<file path="src/rtl/memory_cycle.sv">
// Memory stage: issues registered loads/stores on a waitrequest-stretched bus,
// formats load data and store lanes, and owns the M/W pipeline register.
module memory_cycle (
   input  logic        clk,
   input  logic        rst,
   input  logic        RegWriteM,
   input  logic        ResultSrcM,
   input  logic        MemWriteM,
   input  logic [2:0]  funct3M,
   input  logic [4:0]  RdM,
   input  logic [31:0] PCPlus4M,
   input  logic [31:0] ALU_ResultM,
   input  logic [31:0] WriteDataM,
   output logic [31:0] p_address,
   output logic        p_read,
   output logic        p_write,
   output logic [31:0] p_writedata,
   output logic [3:0]  p_byteenable,
   input  logic [31:0] p_readdata,
   input  logic        o_p_waitrequest,
   output logic        StallM,
   output logic        RegWriteW,
   output logic        ResultSrcW,
   output logic [4:0]  RdW,
   output logic [31:0] PCPlus4W,
   output logic [31:0] ALU_ResultW,
   output logic [31:0] ReadDataW,
   output logic        MisalignW
);

   typedef enum logic {StIdle, StReq} state_e;

   state_e      state_q, state_d;
   logic        read_q, read_d;
   logic        write_q, write_d;
   logic [31:0] addr_q, addr_d;
   logic [31:0] wdata_q, wdata_d;
   logic [3:0]  be_q, be_d;
   logic        reg_write_q, reg_write_d;
   logic        result_src_q, result_src_d;
   logic [4:0]  rd_q, rd_d;
   logic [31:0] pc_plus4_q, pc_plus4_d;
   logic [31:0] alu_result_q, alu_result_d;
   logic [31:0] read_data_q, read_data_d;
   logic        misalign_q, misalign_d;

   logic        mem_op;
   logic        bad_align;
   logic        misalign;
   logic        stall;
   logic [1:0]  off;
   logic [31:0] lane;
   logic [31:0] load_data;
   logic [31:0] st_data;
   logic [3:0]  st_be;

   assign mem_op   = ResultSrcM | MemWriteM;
   assign off      = ALU_ResultM[1:0];
   assign misalign = mem_op & bad_align;

   always_comb begin
      bad_align = 1'b1;
      case (funct3M)
         3'b000, 3'b100: bad_align = 1'b0;
         3'b001, 3'b101: bad_align = off[0];
         3'b010:         bad_align = (off != 2'b00);
         default:        bad_align = 1'b1;
      endcase
   end

   // Lane select uses the M offset, which upstream holds stable while stalled.
   assign lane = p_readdata >> {off, 3'b000};

   always_comb begin
      load_data = p_readdata;
      case (funct3M)
         3'b000:  load_data = {{24{lane[7]}}, lane[7:0]};
         3'b001:  load_data = {{16{lane[15]}}, lane[15:0]};
         3'b100:  load_data = {24'h0, lane[7:0]};
         3'b101:  load_data = {16'h0, lane[15:0]};
         default: load_data = p_readdata;
      endcase
   end

   always_comb begin
      st_data = WriteDataM;
      st_be   = 4'b1111;
      case (funct3M[1:0])
         2'b00: begin
            st_data = {4{WriteDataM[7:0]}};
            st_be   = 4'b0001 << off;
         end
         2'b01: begin
            st_data = {2{WriteDataM[15:0]}};
            st_be   = off[1] ? 4'b1100 : 4'b0011;
         end
         default: begin
            st_data = WriteDataM;
            st_be   = 4'b1111;
         end
      endcase
   end

   always_comb begin
      state_d      = state_q;
      stall        = 1'b0;
      read_d       = read_q;
      write_d      = write_q;
      addr_d       = addr_q;
      wdata_d      = wdata_q;
      be_d         = be_q;
      // Default M/W load is a bubble; the ALU result always passes through.
      reg_write_d  = 1'b0;
      result_src_d = 1'b0;
      rd_d         = 5'd0;
      pc_plus4_d   = 32'h0;
      alu_result_d = ALU_ResultM;
      read_data_d  = 32'h0;
      misalign_d   = 1'b0;

      unique case (state_q)
         StIdle: begin
            if (mem_op && !misalign) begin
               stall   = 1'b1;
               state_d = StReq;
               read_d  = ResultSrcM;
               write_d = MemWriteM & ~ResultSrcM;
               addr_d  = {ALU_ResultM[31:2], 2'b00};
               wdata_d = ResultSrcM ? 32'h0 : st_data;
               be_d    = ResultSrcM ? 4'b1111 : st_be;
            end else begin
               reg_write_d  = RegWriteM & ~misalign;
               result_src_d = ResultSrcM;
               rd_d         = RdM;
               pc_plus4_d   = PCPlus4M;
               misalign_d   = misalign;
            end
         end
         StReq: begin
            if (o_p_waitrequest) begin
               stall = 1'b1;
            end else begin
               state_d      = StIdle;
               read_d       = 1'b0;
               write_d      = 1'b0;
               addr_d       = 32'h0;
               wdata_d      = 32'h0;
               be_d         = 4'h0;
               reg_write_d  = RegWriteM;
               result_src_d = ResultSrcM;
               rd_d         = RdM;
               pc_plus4_d   = PCPlus4M;
               read_data_d  = read_q ? load_data : 32'h0;
            end
         end
         default: state_d = StIdle;
      endcase
   end

   always_ff @(posedge clk or negedge rst) begin
      if (!rst) begin
         state_q      <= StIdle;
         read_q       <= 1'b0;
         write_q      <= 1'b0;
         addr_q       <= 32'h0;
         wdata_q      <= 32'h0;
         be_q         <= 4'h0;
         reg_write_q  <= 1'b0;
         result_src_q <= 1'b0;
         rd_q         <= 5'd0;
         pc_plus4_q   <= 32'h0;
         alu_result_q <= 32'h0;
         read_data_q  <= 32'h0;
         misalign_q   <= 1'b0;
      end else begin
         state_q      <= state_d;
         read_q       <= read_d;
         write_q      <= write_d;
         addr_q       <= addr_d;
         wdata_q      <= wdata_d;
         be_q         <= be_d;
         reg_write_q  <= reg_write_d;
         result_src_q <= result_src_d;
         rd_q         <= rd_d;
         pc_plus4_q   <= pc_plus4_d;
         alu_result_q <= alu_result_d;
         read_data_q  <= read_data_d;
         misalign_q   <= misalign_d;
      end
   end

   // Stall is forced low while reset is held so every output reads 0.
   assign StallM       = rst & stall;
   assign p_read       = read_q;
   assign p_write      = write_q;
   assign p_address    = addr_q;
   assign p_writedata  = wdata_q;
   assign p_byteenable = be_q;
   assign RegWriteW    = reg_write_q;
   assign ResultSrcW   = result_src_q;
   assign RdW          = rd_q;
   assign PCPlus4W     = pc_plus4_q;
   assign ALU_ResultW  = alu_result_q;
   assign ReadDataW    = read_data_q;
   assign MisalignW    = misalign_q;

endmodule

</file>
<file path="config.mk">
export PLATFORM = sky130hd
export DESIGN_NAME = memory_cycle
export DESIGN_NICKNAME = d
export VERILOG_FILES = /design/src/rtl/memory_cycle.sv
export SDC_FILE = /design/constraint.sdc
export NUM_CORES = 1
export LEC_CHECK = 0
export ABC_CLOCK_PERIOD_IN_PS = 3200
export CORE_MARGIN = 2
export CORE_UTILIZATION = 47
export DETAILED_ROUTE_END_ITERATION = 16
export PLACE_DENSITY = 0.87
export SYNTH_ARGS = -nofsm -noshare
export SYNTH_HDL_FRONTEND = slang
export SYNTH_SLANG_ARGS = --single-unit
</file>
<file path="constraint.sdc">
create_clock -name clk -period 3.2 [get_ports clk]
set_input_delay 0.48 -clock clk [delete_from_list [all_inputs] [get_ports clk]]
set_output_delay 0.48 -clock clk [all_outputs]
set_load 0.05 [all_outputs]
</file>
==> results of run 1 <==
[final timing paths]
kind                                    to      startpoint  slack (ps)
setup / recovery                    StallM  ALU_ResultM[1]         500
hold / removal                PCPlus4W[20]             rst         220
setup reg to reg           p_writedata[11]         state_q        1160
hold reg to reg              p_address[30]   p_address[30]         520
max in group asynchronous  p_writedata[29]             rst        2310
min in group clk            ALU_ResultW[7]  ALU_ResultM[7]         520
[power breakdown]
part           switching, mW  total [mW]  internal [mW]
clock network          0.871        1.99           1.12
registers              0.124        2.57           2.45
logic                   1.55        2.40          0.845
total                   2.55        6.96           4.41
[cell type report]
| class | count | share of cell area, % |
|---|---|---|
| Sequential cell | 173 | 37.4 |
| Timing Repair Buffer | 332 | 28.5 |
| Multi-Input combinational cell | 423 | 25.8 |
| Clock buffer | 19 | 3.91 |
| Tap cell | 216 | 2.34 |
| Inverter | 34 | 1.10 |
| Clock inverter | 12 | 0.952 |
| Antenna cell | 1 | 0.0216 |
[cells in the final DEF (no fill, tap or decap), types with 3 or more instances in the layout]
cell | Yosys | layout
clkbuf_16 | 0 | 17
o21ai_0 | 10 | 10
o21bai_1 | 3 | 3
mux2_2 | 25 | 25
nand2b_1 | 32 | 31
a22oi_1 | 7 | 7
nand2_1 | 86 | 86
inv_1 | 32 | 32
dfrtp_1 | 173 | 173
clkdlybuf4s50_1 | 0 | 311
mux2i_1 | 73 | 73
a22o_1 | 6 | 6
o2bb2ai_1 | 6 | 6
clkinv_2 | 0 | 4
buf_4 | 2 | 17
and2_1 | 3 | 3
a21oi_1 | 6 | 5
o21a_1 | 11 | 11
o211ai_1 | 32 | 32
inv_6 | 0 | 4
o22ai_1 | 25 | 25
nand3_1 | 23 | 23
nor2b_1 | 3 | 3
nor3b_1 | 45 | 45
nor2_1 | 4 | 3
a21boi_0 | 5 | 5
[state kept, by name, indices dropped and copies added, names as in the netlist]
| name | flops |
|---|---|
| ALU_ResultW | 32 |
| PCPlus4W | 32 |
| ReadDataW | 32 |
| p_writedata | 32 |
| p_address | 30 |
| RdW | 5 |
| p_byteenable | 4 |
| MisalignW | 1 |
| RegWriteW | 1 |
| ResultSrcW | 1 |
| p_read | 1 |
| p_write | 1 |
| state_q | 1 |
[metal layers]
| layer | up-vias | wire length (um) | share of wire (%) | global-route usage [%] |
|---|---|---|---|---|
| met1 | 3177 | 9350 | 40 | 33.9 |
| li1 | 2986 | - | - | - |
| met4 | 0 | 786 | 3.4 | 12.5 |
| met3 | 56 | 1590 | 6.8 | 6.61 |
| met2 | 299 | 11600 | 50 | 44.9 |
| met5 | - | 0 | 0 | 0 |
[logic make-up (layout without fill, tap and decap cells)]
kind of cell / after synthesis / count (layout) / share of synthesized area [%]
AO/OA/AOI/OAI: 120 / 120 / 11.1
buffers and inverters: 95 / 397 / 5.55
other: 1 / 3 / 0.0486
multiplexers: 98 / 98 / 13.1
AND/OR/NAND/NOR: 203 / 203 / 14.0
flip-flops: 173 / 173 / 56.2
[per-stage QoR]
| step | area (um2) | util (%) | cells |
|---|---|---|---|
| after global routing | 11600 | 72.6 | 1210 |
| final | 11600 | 72.6 | 1210 |
| after detailed placement | 11000 | 69.0 | 1178 |
| after floorplan | 7710 | - | 691 |
| after global placement | 11000 | 69.0 | 1178 |
| after CTS | 11600 | 72.6 | 1209 |
==> results.py, run 1 <==
metrics = {
    "outcome": {
        "outcome": "finished clean",
    },
    "yosys": {
        "synth_top_area_cell": "dfrtp_1",
        "yosys.cell_types.count": 41,
        "syn_area_per_cell_um2": 11.2,
        "async_flop_share_pct": 100,
        "yosys_most_used_dff": "dfrtp_1",
        "ys_warn_count": 0,
        "syn_area_um2": 7710,
        "synthTopCellsByCount": "dfrtp_1, nand2_1, mux2i_1",
        "synth-seq-cells": 173,
        "synth_area_leaders": "dfrtp_1, mux2i_1, nor3b_1",
        "ys_seq_area_share_pct": 56.2,
        "synth_edf_count": 0,
        "postSynthCellCount": 690,
        "yosysTopAreaCellShare_pct": 56.2,
        "synth_most_common_cell": "dfrtp_1",
    },
    "timing": {
        "setup_slack_ps": 501,
        "fin_setup_tns_ps": 0,
        "fin_crit_sh_pct": 84.3,
        "worstMarginPinSlew_ps": 1110,
        "finalClockSkew_ps": 8.56,
        "max_freq_ghz": 0.370,
        "rsz0062_at_grt": "no",
        "fin_hold_ws_ps": 225,
        "fin_crit_ps": 2700,
        "setup_viol": 0,
        "hold_viol_final": 0,
        "slew_headroom_pct": 25.7,
        "slew_violations": 0,
    },
    "worst_setup_path": {
        "path_buf_inv": 2,
        "cp_slowest_cell": "or4_4",
        "endpoint_kind": "output pin",
        "worst-path-max-fanout": 10,
        "worstPathArrival_ps": 2220,
        "ff2ff_path_depth": 4,
        "path_depth": 5,
        "crit_path_cell_trace": "clkdlybuf4s50_1 > or4_4 > a21oi_4 > o21a_1 > buf_12",
        "slowest_delay_ps": 610,
        "cp_top_family": "buffers and inverters",
        "path_class": "input port to output pin",
        "required_ps": 2720,
        "startpoint_type": "input port",
    },
    "routing": {
        "drtAntennaViolNets": 0,
        "viasPerCell": 5.39,
        "vias": 6518,
        "drtIter0Drc": 446,
        "first_pass_iters": 5,
        "drt_wl_total_um": 23300,
        "post-route-drc-count": 0,
        "wl_per_cell_um": 19.3,
    },
    "cells_and_area": {
        "syn_to_final_growth_pct": 50.1,
        "fill_cells": 1154,
        "regArea_um2": 4330,
        "final_nets": 1123,
        "multi_input_comb_area_um2": 2980,
        "drive_gt1_share_pct": 8.36,
    },
    "floorplanning": {
        "die_h_um": 132,
        "rows": 46,
        "die_area_um2": 17400,
        "die_w_um": 132,
        "io_pins": 317,
        "initial_utilization_pct": 48.4,
        "fp.coreArea_um2": 15900,
    },
    "grt": {
        "grt.overflow.total": 0,
        "grt_max_degree": 174,
        "first_global_vias": 6713,
        "antenna_found_initial": 1,
        "grt_pass1_wl_um": 36900,
        "grt_usage_pct": 27.2,
    },
    "flow_run": {
        "maxCapViolCount": 0,
    },
    "clocking": {
        "cts_tree": "built",
        "hold_buffers": 0,
        "clock_sinks": 173,
        "clkLatencyLatePin_ps": 430,
        "clk_path_buf_depth": 2,
        "cts_root_buf": "clkbuf_16",
        "clkSlewWorstSetupHoldPaths_ps": 70,
        "cts_setup_buffers": 0,
        "post_cts_resized": 0,
        "cts.htree.levels": 4,
        "cts_buffers": 17,
    },
    "placed_design": {
        "io_buffers": 314,
        "place.gp.congestion": 0.950,
        "dp_slack_ps": 499,
        "dp_hpwl_um": 16600,
    },
    "power": {
        "ir_worst_vdd_mv": 0.368,
        "power_mw": 6.96,
        "leakagePower_nw": 5.18,
        "pwr_density_cell_nw_per_um2": 601,
    },
    "worst_hold_path": {
        "hold_path.class": "input port to async pin",
    },
}
Note: power is estimated with default switching activity, not from simulation.
==> run 2: changes to the inputs <==
==> config.mk (replaced) <==
export PLATFORM = sky130hd
export DESIGN_NAME = memory_cycle
export DESIGN_NICKNAME = d
export VERILOG_FILES = /design/src/rtl/memory_cycle.sv
export SDC_FILE = /design/constraint.sdc
export NUM_CORES = 1
export LEC_CHECK = 0
export ABC_CLOCK_PERIOD_IN_PS = 2400
export CORE_MARGIN = 2
export CORE_UTILIZATION = 39
export DETAILED_ROUTE_END_ITERATION = 16
export PLACE_DENSITY = 0.77
export SYNTH_ARGS = -nofsm -noshare
export SYNTH_HDL_FRONTEND = slang
export SYNTH_SLANG_ARGS = --single-unit
==> constraint.sdc (replaced) <==
create_clock -name clk -period 2.4 [get_ports clk]
set_input_delay 0.36 -clock clk [delete_from_list [all_inputs] [get_ports clk]]
set_output_delay 0.36 -clock clk [all_outputs]
set_load 0.05 [all_outputs]
==> results.py, run 2 (same netlist as run 1, synthesis figures left out) <==
metrics = {
    "outcome": {
        "outcome": "finished clean",
    },
    "worst_hold_path": {
        "hold_path.class": "input port to async pin",
    },
    "timing": {
        "fin_crit_ps": 2240,
        "hold_viol_final": 0,
        "slew_headroom_pct": 58.9,
        "finalClockSkew_ps": 6.30,
        "max_freq_ghz": 0.447,
        "rsz0062_at_grt": "no",
        "slew_violations": 0,
        "fin_setup_tns_ps": 0,
        "setup_slack_ps": 161,
        "worstMarginPinSlew_ps": 614,
        "fin_crit_sh_pct": 93.3,
        "setup_viol": 0,
    },
    "worst_setup_path": {
        "startpoint_type": "input port",
        "path_class": "input port to output pin",
        "endpoint_kind": "output pin",
        "worst-path-max-fanout": 4,
        "ff2ff_path_depth": 4,
        "required_ps": 2040,
        "worstPathArrival_ps": 1880,
    },
    "floorplanning": {
        "fp.coreArea_um2": 19500,
        "die_w_um": 145,
        "io_pins": 317,
        "rows": 51,
        "initial_utilization_pct": 39.6,
        "die_area_um2": 20900,
        "die_h_um": 145,
    },
    "grt": {
        "grt_usage_pct": 21.8,
        "first_global_vias": 6076,
        "grt_pass1_wl_um": 34500,
        "grt_max_degree": 96,
        "antenna_found_initial": 1,
        "grt.overflow.total": 0,
    },
    "clocking": {
        "post_cts_resized": 0,
        "cts_setup_buffers": 0,
        "cts_buffers": 17,
        "clock_sinks": 173,
        "cts.htree.levels": 4,
        "cts_root_buf": "clkbuf_16",
        "cts_tree": "built",
        "hold_buffers": 1,
        "clkSlewWorstSetupHoldPaths_ps": 70,
        "clkLatencyLatePin_ps": 430,
        "clk_path_buf_depth": 2,
    },
    "cells_and_area": {
        "drive_gt1_share_pct": 9.35,
        "final_nets": 1134,
        "final_common_cell": "clkdlybuf4s50_1",
        "fill_cells": 1614,
        "layout_common_cells": "clkdlybuf4s50_1, dfrtp_1, nand2_1",
        "final_area_um2": 11800,
        "syn_to_final_growth_pct": 53.0,
    },
    "placed_design": {
        "dp_slack_ps": 85.6,
        "place.gp.congestion": 0.831,
        "placed_area_um2": 11200,
        "io_buffers": 314,
        "dp_hpwl_um": 16500,
    },
    "routing": {
        "viasPerCell": 5.01,
        "wl_per_cell_um": 18.2,
        "vias": 6378,
        "drtAntennaViolNets": 0,
        "first_pass_iters": 4,
        "drtIter0Drc": 386,
        "drt_wl_total_um": 23200,
        "post-route-drc-count": 0,
    },
    "power": {
        "leakagePower_nw": 5.25,
        "ir_worst_vdd_mv": 0.485,
        "pwr_density_cell_nw_per_um2": 793,
    },
    "flow_run": {
        "maxCapViolCount": 0,
    },
}
==> run 2: changes by cell type in the layout (fill, tap and decap cells not counted), sizes merged, moves of 3 or more <==
cell / delta
clkinv: -5
buf: +11
clkinvlp: +3
inv: +4
==> run 2: layout make-up <==
class	instances	area [um2]	area share [%]
diodes	2	5.00	0.0424
clock buffers	19	443	3.76
clock inverters	13	124	1.05
inverters	34	128	1.08
multi-input cells	423	2980	25.3
flip-flops and latches	173	4330	36.7
well taps	265	332	2.81
repair buffers	343	3450	29.3
==> run 2: final timing paths <==
kind	slack (ps)	start	endpoint
min	360	rst	ALU_ResultW[24]
min reg2reg	520	p_writedata[0]	p_writedata[0]
max in group asynchronous	1210	rst	p_writedata[5]
max reg2reg	770	state_q	ReadDataW[11]
min in group clk	390	ALU_ResultM[22]	ALU_ResultW[22]
max	160	funct3M[2]	StallM
==> run 2: critical path: stages <==
cell	delay, ps
clkdlybuf4s50_1	430
or4_4	600
a21oi_4	170
o21a_1	170
buf_12	150
==> run 2: layer usage <==
| layer | up-vias | global-route usage [%] | share of wire (%) |
|---|---|---|---|
| li1 | 3003 | - | - |
| met4 | 0 | 8.53 | 2.7 |
| met2 | 239 | 34.2 | 49 |
| met3 | 42 | 6.95 | 7.8 |
| met1 | 3094 | 28.0 | 41 |
| met5 | - | 0 | 0 |
==> run 2: per-stage QoR <==
stage / utilization (%) / hold WS (ps) / power, mW / instances
2_1_floorplan: - / 64.4 / 5.42 / 691
3_3_place_gp: 57.6 / 249 / 6.67 / 1237
3_5_place_dp: 57.6 / 253 / 6.71 / 1237
4_1_cts: 60.6 / 365 / 9.44 / 1270
5_1_grt: 60.6 / 368 / 9.74 / 1271
6_report: 60.6 / 361 / 9.35 / 1272
==> run 2: power by group <==
part | switching [mW] | internal, mW
clock network | 1.30 | 1.40
registers | 0.158 | 3.26
logic | 2.07 | 1.15
total | 3.53 | 5.82
